$ cat config.mk
export PLATFORM = sky130hd
export DESIGN_NAME = pipeline_controller_flat
export DESIGN_NICKNAME = d
export VERILOG_FILES = /design/src/rtl/pipeline_controller_pkg.sv /design/src/rtl/pipeline_controller_if.sv /design/src/rtl/pipeline_controller_mem_access_fsm.sv /design/src/rtl/pipeline_controller.sv /design/src/flat_wrapper.sv
export SDC_FILE = /design/constraint.sdc
export NUM_CORES = 1
export LEC_CHECK = 0
export ABC_AREA = 1
export BUFFER_PORTS_ARGS = -buffer_cell sky130_fd_sc_hd__buf_2
export CORE_ASPECT_RATIO = 0.6
export CORE_MARGIN = 10
export CORE_UTILIZATION = 40
export DETAILED_ROUTE_END_ITERATION = 12
export GPL_TIMING_DRIVEN = 0
export PLACE_DENSITY = 0.68
export SLEW_MARGIN = 20
export SYNTH_ARGS = -nofsm -noshare
export SYNTH_HDL_FRONTEND = slang
export SYNTH_HIERARCHICAL = 1
export SYNTH_SLANG_ARGS = --single-unit
$ cat constraint.sdc
create_clock -name clock -period 2.3 [get_ports clock]
set_input_delay 0.46 -clock clock [delete_from_list [all_inputs] [get_ports clock]]
set_output_delay 0.46 -clock clock [all_outputs]
set_load 0.02 [all_outputs]
$ cat src/rtl/pipeline_controller_pkg.sv
// Shared encodings for the pipeline controller: memory FSM states,
// forward-select codes, the hard-wired zero register and the stall timeout.
package pipeline_ctrl_pkg;

  typedef enum logic [1:0] {
    ST_IDLE  = 2'b00,
    ST_WAIT  = 2'b01,
    ST_ABORT = 2'b10
  } mem_state_e;

  typedef enum logic [1:0] {
    FWD_REG = 2'b00,
    FWD_EX  = 2'b01,
    FWD_M   = 2'b10,
    FWD_WB  = 2'b11
  } fwd_sel_e;

  localparam logic [4:0] ZERO_REG          = 5'd0;
  localparam logic [7:0] STALL_TIMEOUT_MAX = 8'd255;

  // Nearest producing stage wins; register 0 is never forwarded.
  function automatic fwd_sel_e fwd_select(
    input logic [4:0] src,
    input logic       ex_wr,
    input logic [4:0] ex_rd,
    input logic       m_wr,
    input logic [4:0] m_rd,
    input logic       wb_wr,
    input logic [4:0] wb_rd
  );
    fwd_sel_e sel;
    sel = FWD_REG;
    if (src != ZERO_REG) begin
      if (ex_wr && ex_rd == src)      sel = FWD_EX;
      else if (m_wr && m_rd == src)   sel = FWD_M;
      else if (wb_wr && wb_rd == src) sel = FWD_WB;
    end
    return sel;
  endfunction

endpackage

$ cat src/rtl/pipeline_controller_if.sv
// Pipeline-side bundle of the controller: stage hazard info and memory
// handshake in, stall/flush/forward controls out.
interface pipeline_controller_if;

  logic [4:0] ID_Rs;
  logic [4:0] ID_Rt;
  logic       ID_NeedRsByID;
  logic       ID_NeedRtByID;
  logic       ID_WantRsByEX;
  logic       ID_NeedRsByEX;
  logic       ID_WantRtByEX;
  logic       ID_NeedRtByEX;
  logic       EX_RegWrite;
  logic       EX_MemRead;
  logic [4:0] EX_RtRd;
  logic       M_RegWrite;
  logic       M_MemRead;
  logic       M_MemWrite;
  logic [4:0] M_RtRd;
  logic       WB_RegWrite;
  logic [4:0] WB_RtRd;
  logic       EX_ALUBusy;
  logic       InstMem_Ready;
  logic       DataMem_Ready;
  logic       Exc_Flush;

  logic       IF_Stall;
  logic       ID_Stall;
  logic       EX_Stall;
  logic       M_Stall;
  logic       IF_Flush;
  logic       ID_Flush;
  logic       EX_Flush;
  logic       M_Flush;
  logic       DataMem_Req;
  logic [1:0] ID_RsFwdSel;
  logic [1:0] ID_RtFwdSel;
  logic       Stall_Timeout;

  modport master (
    output ID_Rs, ID_Rt, ID_NeedRsByID, ID_NeedRtByID, ID_WantRsByEX,
           ID_NeedRsByEX, ID_WantRtByEX, ID_NeedRtByEX, EX_RegWrite,
           EX_MemRead, EX_RtRd, M_RegWrite, M_MemRead, M_MemWrite, M_RtRd,
           WB_RegWrite, WB_RtRd, EX_ALUBusy, InstMem_Ready, DataMem_Ready,
           Exc_Flush,
    input  IF_Stall, ID_Stall, EX_Stall, M_Stall, IF_Flush, ID_Flush,
           EX_Flush, M_Flush, DataMem_Req, ID_RsFwdSel, ID_RtFwdSel,
           Stall_Timeout
  );

  modport slave (
    input  ID_Rs, ID_Rt, ID_NeedRsByID, ID_NeedRtByID, ID_WantRsByEX,
           ID_NeedRsByEX, ID_WantRtByEX, ID_NeedRtByEX, EX_RegWrite,
           EX_MemRead, EX_RtRd, M_RegWrite, M_MemRead, M_MemWrite, M_RtRd,
           WB_RegWrite, WB_RtRd, EX_ALUBusy, InstMem_Ready, DataMem_Ready,
           Exc_Flush,
    output IF_Stall, ID_Stall, EX_Stall, M_Stall, IF_Flush, ID_Flush,
           EX_Flush, M_Flush, DataMem_Req, ID_RsFwdSel, ID_RtFwdSel,
           Stall_Timeout
  );

endinterface

$ cat src/rtl/pipeline_controller_mem_access_fsm.sv
// Data-memory access sequencer for the M stage plus the saturating
// stall-length counter that raises the timeout flag.
module mem_access_fsm
  import pipeline_ctrl_pkg::*;
(
  input  logic clock,
  input  logic reset,
  input  logic mem_read,
  input  logic mem_write,
  input  logic mem_ready,
  input  logic exc_flush,
  output logic mem_req,
  output logic m_stall,
  output logic flush,
  output logic stall_timeout
);

  mem_state_e state_reg, state_next;
  logic [7:0] count_reg, count_next;
  logic       req_int, busy_int, flush_int;

  always_ff @(posedge clock or negedge reset) begin
    if (!reset) begin
      state_reg <= ST_IDLE;
      count_reg <= '0;
    end else begin
      state_reg <= state_next;
      count_reg <= count_next;
    end
  end

  always_comb begin
    state_next = state_reg;
    req_int    = 1'b0;
    busy_int   = 1'b0;
    flush_int  = 1'b0;
    case (state_reg)
      ST_IDLE: begin
        if (exc_flush) begin
          flush_int = 1'b1;
        end else if (mem_read || mem_write) begin
          req_int = 1'b1;
          if (!mem_ready) begin
            busy_int   = 1'b1;
            state_next = ST_WAIT;
          end
        end
      end
      ST_WAIT: begin
        req_int = 1'b1;
        if (mem_ready) begin
          // An exception landing on the completing cycle flushes right away.
          flush_int  = exc_flush;
          state_next = ST_IDLE;
        end else begin
          busy_int = 1'b1;
          if (exc_flush) state_next = ST_ABORT;
        end
      end
      ST_ABORT: begin
        // The bus cycle must finish before the pipeline can be flushed;
        // further exceptions here are absorbed.
        req_int = 1'b1;
        if (mem_ready) begin
          flush_int  = 1'b1;
          state_next = ST_IDLE;
        end else begin
          busy_int = 1'b1;
        end
      end
      default: state_next = ST_IDLE;
    endcase
  end

  always_comb begin
    count_next = '0;
    if (busy_int) begin
      count_next = (count_reg == STALL_TIMEOUT_MAX) ? count_reg : count_reg + 8'd1;
    end
  end

  // Reset level gates the outputs so they drop the instant reset asserts.
  assign mem_req       = reset & req_int;
  assign m_stall       = reset & busy_int;
  assign flush         = reset & flush_int;
  assign stall_timeout = reset & (count_reg == STALL_TIMEOUT_MAX);

endmodule

$ cat src/rtl/pipeline_controller.sv
// Hazard detection, operand forwarding and the stall/flush chain for a
// five-stage pipeline; memory sequencing lives in mem_access_fsm.
module pipeline_controller
  import pipeline_ctrl_pkg::*;
(
  input  logic                  clock,
  input  logic                  reset,
  pipeline_controller_if.slave  bus
);

  logic [4:0] src [2];
  logic [1:0] need_id;
  logic [1:0] need_ex;
  logic [1:0] fwd_sel [2];
  logic [1:0] hazard_lu;
  logic [1:0] hazard_br;
  logic       m_stall, ex_stall, id_stall, if_stall;
  logic       flush_all;
  logic       unused_want;

  assign src[0]  = bus.ID_Rs;
  assign src[1]  = bus.ID_Rt;
  assign need_id = {bus.ID_NeedRtByID, bus.ID_NeedRsByID};
  assign need_ex = {bus.ID_NeedRtByEX, bus.ID_NeedRsByEX};

  // Want flags never stall; forwarding is selected regardless of them.
  assign unused_want = bus.ID_WantRsByEX ^ bus.ID_WantRtByEX;

  generate
    for (genvar gi = 0; gi < 2; gi++) begin : g_src
      assign fwd_sel[gi] = fwd_select(src[gi],
                                      bus.EX_RegWrite, bus.EX_RtRd,
                                      bus.M_RegWrite,  bus.M_RtRd,
                                      bus.WB_RegWrite, bus.WB_RtRd);

      assign hazard_lu[gi] = bus.EX_MemRead && (bus.EX_RtRd != ZERO_REG) &&
                             (bus.EX_RtRd == src[gi]) &&
                             (need_id[gi] || need_ex[gi]);

      assign hazard_br[gi] = need_id[gi] &&
                             ((bus.EX_RegWrite && (bus.EX_RtRd != ZERO_REG) &&
                               (bus.EX_RtRd == src[gi])) ||
                              (bus.M_MemRead && (bus.M_RtRd != ZERO_REG) &&
                               (bus.M_RtRd == src[gi])));
    end
  endgenerate

  mem_access_fsm u_mem (
    .clock         (clock),
    .reset         (reset),
    .mem_read      (bus.M_MemRead),
    .mem_write     (bus.M_MemWrite),
    .mem_ready     (bus.DataMem_Ready),
    .exc_flush     (bus.Exc_Flush),
    .mem_req       (bus.DataMem_Req),
    .m_stall       (m_stall),
    .flush         (flush_all),
    .stall_timeout (bus.Stall_Timeout)
  );

  assign ex_stall = m_stall  | (reset & bus.EX_ALUBusy);
  assign id_stall = ex_stall | (reset & ((|hazard_lu) | (|hazard_br)));
  assign if_stall = id_stall | (reset & ~bus.InstMem_Ready);

  assign bus.M_Stall     = m_stall;
  assign bus.EX_Stall    = ex_stall;
  assign bus.ID_Stall    = id_stall;
  assign bus.IF_Stall    = if_stall;
  assign bus.IF_Flush    = flush_all;
  assign bus.ID_Flush    = flush_all;
  assign bus.EX_Flush    = flush_all;
  assign bus.M_Flush     = flush_all;
  assign bus.ID_RsFwdSel = fwd_sel[0];
  assign bus.ID_RtFwdSel = fwd_sel[1];

endmodule

$ cat src/flat_wrapper.sv
// flat-port wrapper written by rule: the top's interface ports become plain ports
module pipeline_controller_flat import pipeline_ctrl_pkg::*;
  (clock, reset, bus_ID_Rs, bus_ID_Rt, bus_ID_NeedRsByID, bus_ID_NeedRtByID, bus_ID_WantRsByEX, bus_ID_NeedRsByEX, bus_ID_WantRtByEX, bus_ID_NeedRtByEX, bus_EX_RegWrite, bus_EX_MemRead, bus_EX_RtRd, bus_M_RegWrite, bus_M_MemRead, bus_M_MemWrite, bus_M_RtRd, bus_WB_RegWrite, bus_WB_RtRd, bus_EX_ALUBusy, bus_InstMem_Ready, bus_DataMem_Ready, bus_Exc_Flush, bus_IF_Stall, bus_ID_Stall, bus_EX_Stall, bus_M_Stall, bus_IF_Flush, bus_ID_Flush, bus_EX_Flush, bus_M_Flush, bus_DataMem_Req, bus_ID_RsFwdSel, bus_ID_RtFwdSel, bus_Stall_Timeout);
  pipeline_controller_if bus_i ();
  input  logic clock;
  input  logic reset;
  input wire logic [$bits(bus_i.ID_Rs)-1:0] bus_ID_Rs;
  input wire logic [$bits(bus_i.ID_Rt)-1:0] bus_ID_Rt;
  input wire logic [$bits(bus_i.ID_NeedRsByID)-1:0] bus_ID_NeedRsByID;
  input wire logic [$bits(bus_i.ID_NeedRtByID)-1:0] bus_ID_NeedRtByID;
  input wire logic [$bits(bus_i.ID_WantRsByEX)-1:0] bus_ID_WantRsByEX;
  input wire logic [$bits(bus_i.ID_NeedRsByEX)-1:0] bus_ID_NeedRsByEX;
  input wire logic [$bits(bus_i.ID_WantRtByEX)-1:0] bus_ID_WantRtByEX;
  input wire logic [$bits(bus_i.ID_NeedRtByEX)-1:0] bus_ID_NeedRtByEX;
  input wire logic [$bits(bus_i.EX_RegWrite)-1:0] bus_EX_RegWrite;
  input wire logic [$bits(bus_i.EX_MemRead)-1:0] bus_EX_MemRead;
  input wire logic [$bits(bus_i.EX_RtRd)-1:0] bus_EX_RtRd;
  input wire logic [$bits(bus_i.M_RegWrite)-1:0] bus_M_RegWrite;
  input wire logic [$bits(bus_i.M_MemRead)-1:0] bus_M_MemRead;
  input wire logic [$bits(bus_i.M_MemWrite)-1:0] bus_M_MemWrite;
  input wire logic [$bits(bus_i.M_RtRd)-1:0] bus_M_RtRd;
  input wire logic [$bits(bus_i.WB_RegWrite)-1:0] bus_WB_RegWrite;
  input wire logic [$bits(bus_i.WB_RtRd)-1:0] bus_WB_RtRd;
  input wire logic [$bits(bus_i.EX_ALUBusy)-1:0] bus_EX_ALUBusy;
  input wire logic [$bits(bus_i.InstMem_Ready)-1:0] bus_InstMem_Ready;
  input wire logic [$bits(bus_i.DataMem_Ready)-1:0] bus_DataMem_Ready;
  input wire logic [$bits(bus_i.Exc_Flush)-1:0] bus_Exc_Flush;
  output wire logic [$bits(bus_i.IF_Stall)-1:0] bus_IF_Stall;
  output wire logic [$bits(bus_i.ID_Stall)-1:0] bus_ID_Stall;
  output wire logic [$bits(bus_i.EX_Stall)-1:0] bus_EX_Stall;
  output wire logic [$bits(bus_i.M_Stall)-1:0] bus_M_Stall;
  output wire logic [$bits(bus_i.IF_Flush)-1:0] bus_IF_Flush;
  output wire logic [$bits(bus_i.ID_Flush)-1:0] bus_ID_Flush;
  output wire logic [$bits(bus_i.EX_Flush)-1:0] bus_EX_Flush;
  output wire logic [$bits(bus_i.M_Flush)-1:0] bus_M_Flush;
  output wire logic [$bits(bus_i.DataMem_Req)-1:0] bus_DataMem_Req;
  output wire logic [$bits(bus_i.ID_RsFwdSel)-1:0] bus_ID_RsFwdSel;
  output wire logic [$bits(bus_i.ID_RtFwdSel)-1:0] bus_ID_RtFwdSel;
  output wire logic [$bits(bus_i.Stall_Timeout)-1:0] bus_Stall_Timeout;
  assign bus_i.ID_Rs = bus_ID_Rs;
  assign bus_i.ID_Rt = bus_ID_Rt;
  assign bus_i.ID_NeedRsByID = bus_ID_NeedRsByID;
  assign bus_i.ID_NeedRtByID = bus_ID_NeedRtByID;
  assign bus_i.ID_WantRsByEX = bus_ID_WantRsByEX;
  assign bus_i.ID_NeedRsByEX = bus_ID_NeedRsByEX;
  assign bus_i.ID_WantRtByEX = bus_ID_WantRtByEX;
  assign bus_i.ID_NeedRtByEX = bus_ID_NeedRtByEX;
  assign bus_i.EX_RegWrite = bus_EX_RegWrite;
  assign bus_i.EX_MemRead = bus_EX_MemRead;
  assign bus_i.EX_RtRd = bus_EX_RtRd;
  assign bus_i.M_RegWrite = bus_M_RegWrite;
  assign bus_i.M_MemRead = bus_M_MemRead;
  assign bus_i.M_MemWrite = bus_M_MemWrite;
  assign bus_i.M_RtRd = bus_M_RtRd;
  assign bus_i.WB_RegWrite = bus_WB_RegWrite;
  assign bus_i.WB_RtRd = bus_WB_RtRd;
  assign bus_i.EX_ALUBusy = bus_EX_ALUBusy;
  assign bus_i.InstMem_Ready = bus_InstMem_Ready;
  assign bus_i.DataMem_Ready = bus_DataMem_Ready;
  assign bus_i.Exc_Flush = bus_Exc_Flush;
  assign bus_IF_Stall = bus_i.IF_Stall;
  assign bus_ID_Stall = bus_i.ID_Stall;
  assign bus_EX_Stall = bus_i.EX_Stall;
  assign bus_M_Stall = bus_i.M_Stall;
  assign bus_IF_Flush = bus_i.IF_Flush;
  assign bus_ID_Flush = bus_i.ID_Flush;
  assign bus_EX_Flush = bus_i.EX_Flush;
  assign bus_M_Flush = bus_i.M_Flush;
  assign bus_DataMem_Req = bus_i.DataMem_Req;
  assign bus_ID_RsFwdSel = bus_i.ID_RsFwdSel;
  assign bus_ID_RtFwdSel = bus_i.ID_RtFwdSel;
  assign bus_Stall_Timeout = bus_i.Stall_Timeout;
  pipeline_controller u_core (.clock(clock), .reset(reset), .bus(bus_i));
endmodule
==> qor.csv <==
metric;value;unit
die_height;66.8;µm
finClkSkew;0.00680;ns
reg2reg_slack;0.91;ns
period_share;94.8;%
ctsLongestPathBuffers;2;
grt_pass1_wl;7710;µm
clock_latency;0.23;ns
ys_top_cells_by_area;nand2_1, dfrtp_1, inv_1;
synth_area_leader_cell;nand2_1;
finalSetupViolCount;0;
critical-path-max-stage-delay;0.41;ns
seq_area;250;µm²
path_cells;inv_2 -> ha_4 -> inv_2 -> nor2_2 -> nand2_2 -> nand2_4 -> nand3_4 -> nor2_4 -> a21oi_4 -> nand3_2 -> buf_2;
placed_cells;348;
setup_ws;0.121;ns
fillCellCount;354;
critPathCaptureType;output pin;
clock_tree.root_cell;clkbuf_8;
finalNonFillerCells;356;
crit_required;1.84;ns
max_freq;459;MHz
path_common_cell;inv_2;
drt_iter0_drc;126;
grt_pass1_vias;1547;
crit_fanout;6;
largest_reg_flops;8;
rows;16;
syn_avg_cell_area;5.87;µm²
synthCells;249;
min_period;2.18;ns
arrival;1.72;ns
start_util;43.2;%
vias;1716;
multiInputGateArea;0.00106;mm²
timing.rr.end;u_core/u_mem/count_reg[3];
preCtsSetupSlack;0.0930;ns
synth.top_cell.area_share;22.6;%
cts_hold_buf;0;
tightest_slew;0.410;ns
slew_headroom;72.4;%
ys_seq_area_share;17.1;%
place_hpwl;4110;µm
min_path_type;in2async;
yosys_warnings;6;
cts_made_buffers;3;
maxCapViolCount;0;
die_width;98.0;µm
rsz0062_at_grt;false;
final_cell_mix;nand2_1, buf_2, inv_1;
ios;57;
area_growth;30.1;%
synth_nets;297;
grt.overflow.total;0;
first_pass_iters;4;
cpMaxStageDelayCell;dfrtp_1;
diodes;0;
routed_wl;4830;µm
core_region_area;0.00338;mm²
ys_seq_elements;10;
drcViolationCount;0;
crit_type;reg2out;
vias_per_cell;4.82;
antenna_found_initial;0;
slew_violations;0;
tns;0;ns
cts_tree;built;
ys_types;28;
p_per_area;621;mW/mm²
wl_per_cell;13.6;µm
io_buffers;54;
die_area;0.00655;mm²
r2r_cells;9;
hold_viol_final;0;
clock_sinks;10;
status;finished, final reports clean;
grt_max_degree;16;
syn-cell-area;0.00146;mm²
gp_congestion;0.963;
layout_commonest_cell;nand2_1;
grt_use_total;14.2;%
start_kind;register;
irDropWorstVdd;0.359;mV
fin_nets;361;
cts_max_level;1;
regToRegStartpoint;u_core/u_mem/state_reg[0];
p_leak;0.00110;µW
clk_pin_slew_worst_paths;0.05;ns
ant_nets;0;
layout-drive-gt1-share;32.8;%
cell type report:
type / count / share of cell area [%]
clock buffer: 3 / 2.17
timing repair buffer: 59 / 16.2
buffer: 3 / 1.18
inverter: 44 / 8.68
multi-input combinational: 192 / 55.7
sequential: 10 / 13.2
tap: 45 / 2.96
cells by family after synthesis:
logic type                 Yosys count  synth area share [%]
DFF                                 10                  17.1
xor gates and xnor gates            11                  6.59
buffers and inverters               47                  12.8
and+or+nand+nor                    153                  49.5
AOI/OAI and AO/OA                   23                  9.67
adders and majority gates            5                  4.28
worst max-delay path by stage:
stage	startpoint	endpoint	cells after the start
floorplan	u_core/u_mem/state_reg[0]	bus_EX_Stall	10
global placement	bus_ID_Rt[1]	bus_ID_RtFwdSel[0]	7
detailed placement	bus_ID_Rt[1]	bus_ID_RtFwdSel[0]	7
CTS	u_core/u_mem/state_reg[0]	bus_IF_Stall	11
global route	u_core/u_mem/state_reg[0]	bus_IF_Stall	11
finish	u_core/u_mem/state_reg[0]	bus_IF_Stall	11
cells in the mapped netlist:
cell type,n
o211ai_1,1
nand3_1,7
nor2_2,9
inv_1,37
nand2_2,5
nand3_2,2
nand2_4,2
a21oi_1,7
o21bai_1,1
o22ai_1,2
clkinv_1,1
a21oi_2,5
nor4_1,2
buf_4,3
nor3_1,2
nand3b_1,1
ha_1,5
nand2_1,88
dfrtp_1,10
o21ai_1,1
nor2_4,2
xnor2_1,4
nor2_1,17
nand4_1,15
xor2_1,7
nand3_4,1
o21ai_0,6
inv_2,6
metrics by stage:
stage / total power (µW) / utilization [%] / cell area [µm²] / hold WS (ns)
finish: 1180 / 56.2 / 1900 / 0.128
global route: 1290 / 56.2 / 1900 / 0.150
CTS: 1090 / 54.4 / 1840 / 0.130
detailed placement: 892 / 52.8 / 1790 / 0.374
global placement: 882 / 52.8 / 1790 / 0.373
floorplan: 697 / - / 1460 / 0.164
where the power goes:
group          total, µW  switching, µW  internal [µW]
combinational        760            452            308
sequential           244           36.7            208
clock                177           62.5            114
metal layers:
layer	up-vias	global-route usage, %	routed length, µm
met5	-	0	0
met4	0	1.62	10
met3	2	4.33	564
met2	67	19.3	1830
met1	744	21.3	2430
li1	903	-	-
repair_timing:
item | in CTS | in global routing
gates resized for setup | 3 | 5
buffers inserted | 0 | 5
setup endpoints to repair | 3 | 6
critical path, delay by kind of cell (launching register included):
| kind | cells | cell delay (ns) |
|---|---|---|
| buffers and inverters | 3 | 0.29 |
| AO/OA/AOI/OAI | 1 | 0.05 |
| adder cells (fa/ha/maj) | 1 | 0.16 |
| flip-flops | 1 | 0.41 |
| AND/OR/NAND/NOR | 6 | 0.57 |
Power figures use the tool's default switching activity.
